--- config.mk ---
export PLATFORM = sky130hd
export DESIGN_NAME = fullsub_unit
export DESIGN_NICKNAME = d
export VERILOG_FILES = /design/src/rtl/fullsub_pkg.sv /design/src/rtl/fullsub_cell.sv /design/src/rtl/fullsub_unit.sv
export SDC_FILE = /design/constraint.sdc
export NUM_CORES = 1
export LEC_CHECK = 0
export ABC_AREA = 0
export CELL_PAD_IN_SITES_DETAIL_PLACEMENT = 2
export CELL_PAD_IN_SITES_GLOBAL_PLACEMENT = 2
export CORE_AREA = 2 2 39 41
export CTS_BUF_LIST = sky130_fd_sc_hd__clkbuf_4
export DETAILED_ROUTE_END_ITERATION = 16
export DIE_AREA = 0 0 41 43
export DONT_BUFFER_PORTS = 1
export PLACE_DENSITY_LB_ADDON = 0.1
export SLEW_MARGIN = 15
export SYNTH_ARGS = -nofsm -noshare
export SYNTH_HDL_FRONTEND = slang
export SYNTH_SLANG_ARGS = --single-unit
--- constraint.sdc ---
create_clock -name clk -period 2.4 [get_ports clk]
set_clock_uncertainty 0.1 [all_clocks]
set_input_delay 0.48 -clock clk [delete_from_list [all_inputs] [get_ports clk]]
set_output_delay 0.48 -clock clk [all_outputs]
set_load 0.01 [all_outputs]
--- src/rtl/fullsub_pkg.sv ---
// Shared definitions for the ripple-borrow subtractor: default operand width
// and the coding-style selector used to build the three parallel chains.
package fullsub_pkg;

    localparam int WIDTH_DEFAULT = 1;

    // Which body a fullsub_cell elaborates.
    typedef enum logic [1:0] {
        STYLE_GATE     = 2'd0,
        STYLE_DATAFLOW = 2'd1,
        STYLE_BEHAV    = 2'd2
    } style_e;

endpackage

--- src/rtl/fullsub_cell.sv ---
// 1-bit full subtractor: d = a ^ b ^ bi, bo = (~a & b) | (~(a ^ b) & bi).
// The same function is written as gate primitives, continuous assigns or a
// truth-table case, chosen by STYLE, so the chains can cross-check each other.
module fullsub_cell
    import fullsub_pkg::*;
#(
    parameter style_e STYLE = STYLE_DATAFLOW
) (
    input  logic a,
    input  logic b,
    input  logic bi,
    output logic d,
    output logic bo
);

    generate
        if (STYLE == STYLE_GATE) begin : g_gate
            logic a_n, axb, axb_n, t_ab, t_bi;
            not u_not_a   (a_n, a);
            xor u_xor_ab  (axb, a, b);
            xor u_xor_d   (d, axb, bi);
            not u_not_axb (axb_n, axb);
            and u_and_ab  (t_ab, a_n, b);
            and u_and_bi  (t_bi, axb_n, bi);
            or  u_or_bo   (bo, t_ab, t_bi);
        end else if (STYLE == STYLE_BEHAV) begin : g_behav
            // Truth table of a - b - bi, written out row by row.
            always_comb begin
                d  = 1'b0;
                bo = 1'b0;
                case ({a, b, bi})
                    3'b000: begin d = 1'b0; bo = 1'b0; end
                    3'b001: begin d = 1'b1; bo = 1'b1; end
                    3'b010: begin d = 1'b1; bo = 1'b1; end
                    3'b011: begin d = 1'b0; bo = 1'b1; end
                    3'b100: begin d = 1'b1; bo = 1'b0; end
                    3'b101: begin d = 1'b0; bo = 1'b0; end
                    3'b110: begin d = 1'b0; bo = 1'b0; end
                    3'b111: begin d = 1'b1; bo = 1'b1; end
                    default: begin d = 1'b0; bo = 1'b0; end
                endcase
            end
        end else begin : g_dataflow
            assign d  = a ^ b ^ bi;
            assign bo = (~a & b) | (~(a ^ b) & bi);
        end
    endgenerate

endmodule

--- src/rtl/fullsub_unit.sv ---
// Registered WIDTH-bit ripple-borrow subtractor: {bout,d} = a - b - bin.
// Three independent ripple chains (gate, dataflow, behavioural) are built;
// the dataflow chain drives the result and any disagreement sets mismatch.
//
// Handshake: valid is a one-cycle strobe in the cycle after an en cycle;
// d/bout/mismatch are meaningful while valid is high and hold otherwise.
// There is no back-pressure.
module fullsub_unit
    import fullsub_pkg::*;
#(
    parameter int WIDTH = WIDTH_DEFAULT
) (
    input  logic             clk,
    input  logic             rst,
    input  logic             en,
    input  logic [WIDTH-1:0] a,
    input  logic [WIDTH-1:0] b,
    input  logic             bin,
    output logic [WIDTH-1:0] d,
    output logic             bout,
    output logic             valid,
    output logic             mismatch
);

    // Per-chain differences and borrow nets; borrow index i is the borrow into bit i.
    logic [WIDTH-1:0] d_gate, d_flow, d_behav;
    logic [WIDTH:0]   br_gate, br_flow, br_behav;
    logic             mismatch_c;

    assign br_gate[0]  = bin;
    assign br_flow[0]  = bin;
    assign br_behav[0] = bin;

    genvar i;
    generate
        for (i = 0; i < WIDTH; i++) begin : g_bit
            fullsub_cell #(.STYLE(STYLE_GATE)) u_gate (
                .a  (a[i]),
                .b  (b[i]),
                .bi (br_gate[i]),
                .d  (d_gate[i]),
                .bo (br_gate[i+1])
            );
            fullsub_cell #(.STYLE(STYLE_DATAFLOW)) u_flow (
                .a  (a[i]),
                .b  (b[i]),
                .bi (br_flow[i]),
                .d  (d_flow[i]),
                .bo (br_flow[i+1])
            );
            fullsub_cell #(.STYLE(STYLE_BEHAV)) u_behav (
                .a  (a[i]),
                .b  (b[i]),
                .bi (br_behav[i]),
                .d  (d_behav[i]),
                .bo (br_behav[i+1])
            );
        end
    endgenerate

    // Any chain disagreeing with the dataflow reference on d or borrow-out.
    assign mismatch_c = (d_gate != d_flow) || (d_behav != d_flow) ||
                        (br_gate[WIDTH] != br_flow[WIDTH]) ||
                        (br_behav[WIDTH] != br_flow[WIDTH]);

    // Output register: reset clears, en loads a new result, otherwise hold.
    always_ff @(posedge clk) begin
        if (rst) begin
            d        <= '0;
            bout     <= 1'b0;
            valid    <= 1'b0;
            mismatch <= 1'b0;
        end else begin
            valid <= en;
            if (en) begin
                d        <= d_flow;
                bout     <= br_flow[WIDTH];
                mismatch <= mismatch_c;
            end
        end
    end

endmodule

==> flow_summary.json <==
{
  "syn_inst": 22,
  "peakVddDrop_uv": 112,
  "mostFrequentLayoutCell": "dfxtp_1",
  "finalMaxSlewViolations": 0,
  "rows": 14,
  "start_kind": "input port",
  "hold_path_class": "input port to flop",
  "htreeDepth": 1,
  "fin_util_pct": 20.3,
  "ys_types": 16,
  "layout_common_cells": "dfxtp_1, clkbuf_4, inv_1, nor2_1, ha_1",
  "post_cts_buffers": 0,
  "critical_path_class": "input port to flop",
  "r2r_slack_ns": 1.58,
  "grt_first_pass_wirelength_um": 731,
  "ios": 10,
  "hold_viol_final": 0,
  "synth_area_per_cell_um2": 10.9,
  "finalCriticalPeriod_ns": 1.35,
  "leakagePower_nw": 0.123,
  "track_usage_pct": 7.11,
  "yosys.area.top_type_share_pct": 33.5,
  "max_freq_mhz": 740,
  "drc": 0,
  "finish.instance_area_um2": 282,
  "ys_ff_latch": 4,
  "cp.required_ns": 2.40,
  "dieArea_mm2": 0.00176,
  "antenna_found_initial": 0,
  "cts_root_buffer": "clkbuf_4",
  "syn-cell-area_um2": 239,
  "clk_latency_ns": 0.23,
  "status": "finished clean",
  "finalCritPeriodShare_pct": 56.3,
  "cts_buffers": 3,
  "worst_pin_slew_ns": 0.177,
  "wl_per_cell_um": 12.0,
  "cts.hold.buffers_added": 0,
  "die_w_um": 41,
  "rr_worst_depth": 2,
  "ant_nets": 0,
  "hold_depth": 1,
  "setup_viol": 0,
  "p_per_area_mw_per_mm2": 678,
  "gp_congestion": 0.592,
  "vias_per_cell": 4.12,
  "clock_path_buffers": 2,
  "area_delta_synth_final_pct": 17.8,
  "placed_area_um2": 259,
  "yosysWarnings": 0,
  "nNetsFinal": 36,
  "syn_nets": 31,
  "port-buffer-count": 0,
  "worstSetupEndpointType": "flop",
  "ys_seq_area_share_pct": 33.5,
  "antenna_cells": 0,
  "vias": 169,
  "drt-total-wl_um": 494,
  "tns_ns": 0,
  "rsz0062_at_grt": "false",
  "die_height_um": 43,
  "core_mm2": 0.00138,
  "crit_fanout": 2,
  "drtIter0Drc": 1,
  "cts_tree": "built",
  "drive_gt1_share_pct": 20.0,
  "yosysTopAreaCell": "dfxtp_1",
  "max_cap_viol_count": 0,
  "start_util_pct": 17.3,
  "ys_top_cells_by_area": "dfxtp_1, ha_1, fa_1, a41oi_2, nand2b_4",
  "timing.slew.headroom_pct": 88.2,
  "drt_pass1_iterations": 3,
  "cts_resized": 0,
  "path_clk_slew_ns": 0.04,
  "clkSinkCount": 4,
  "grt_pass1_vias": 183,
  "arrival_ns": 1.35,
  "grt_max_degree": 7,
  "gr-total-overflow": 0
}
synth_stat cells:
library cell	n
nand2b_4	1
xnor2_1	1
mux2i_1	1
o21bai_1	1
xor2_1	1
nor2_1	2
fa_1	1
nand3_1	1
or2b_1	1
nor2b_1	1
ha_1	2
inv_1	2
a21o_1	1
dfxtp_1	4
a211oi_1	1
a41oi_2	1
state kept, by name (all words and copies together), names as in the netlist:
register,count
bout,1
d,1
mismatch,1
valid,1
worst max-delay path, cell delays in order:
cell,delay (ns)
inv_1,0.05
fa_1,0.49
xnor2_1,0.21
a41oi_2,0.13
through the flow:
stage	hold slack, ns	worst slack (ns)	std cells	power (mW)
6_report	0.218	1.05	41	0.191
3_3_place_gp	0.414	0.808	38	0.111
3_5_place_dp	0.428	0.808	38	0.111
4_1_cts	0.210	1.04	41	0.198
2_1_floorplan	0.396	0.860	22	0.106
5_1_grt	0.203	0.996	41	0.208
worst paths after layout:
check	from	to
min	rst	valid$_SDFF_PP0_
min reg2reg	bout$_SDFFE_PP0P_	bout$_SDFFE_PP0P_
max	b	mismatch$_SDFFE_PP0P_
max reg2reg	mismatch$_SDFFE_PP0P_	mismatch$_SDFFE_PP0P_
cells by family (layout without fill, tap and decap cells):
kind of cell | after synthesis | in the layout | share of synthesized area (%)
adder cells (fa/ha/maj) | 3 | 3 | 18.8
buffers and inverters | 2 | 5 | 3.14
multiplexers | 1 | 1 | 4.19
XOR/XNOR | 2 | 2 | 7.33
AO/OA/AOI/OAI | 4 | 4 | 16.2
AND/OR/NAND/NOR | 6 | 6 | 16.8
flip-flops | 4 | 4 | 33.5
metal layers:
layer | up-vias | wire, um | track usage (%)
met3 | 0 | 76 | 3.14
met5 | - | 0 | 0
met1 | 78 | 171 | 6.69
met2 | 9 | 247 | 9.06
met4 | 0 | 0 | 10.0
li1 | 82 | - | -
area by class of cell:
class,instances,area [um2]
Inverter,2,7.51
Clock buffer,3,22.5
Multi-Input combinational cell,16,151
Tap cell,16,20.0
Fill cell,160,1100
Sequential cell,4,80.1
power breakdown:
group          leakage, nW  internal [mW]  switching, mW
logic               0.0760         0.0163         0.0142
clock network       0.0138         0.0558         0.0256
registers           0.0333         0.0726        0.00625
No activity file was read; power rests on OpenSTA's default activity.
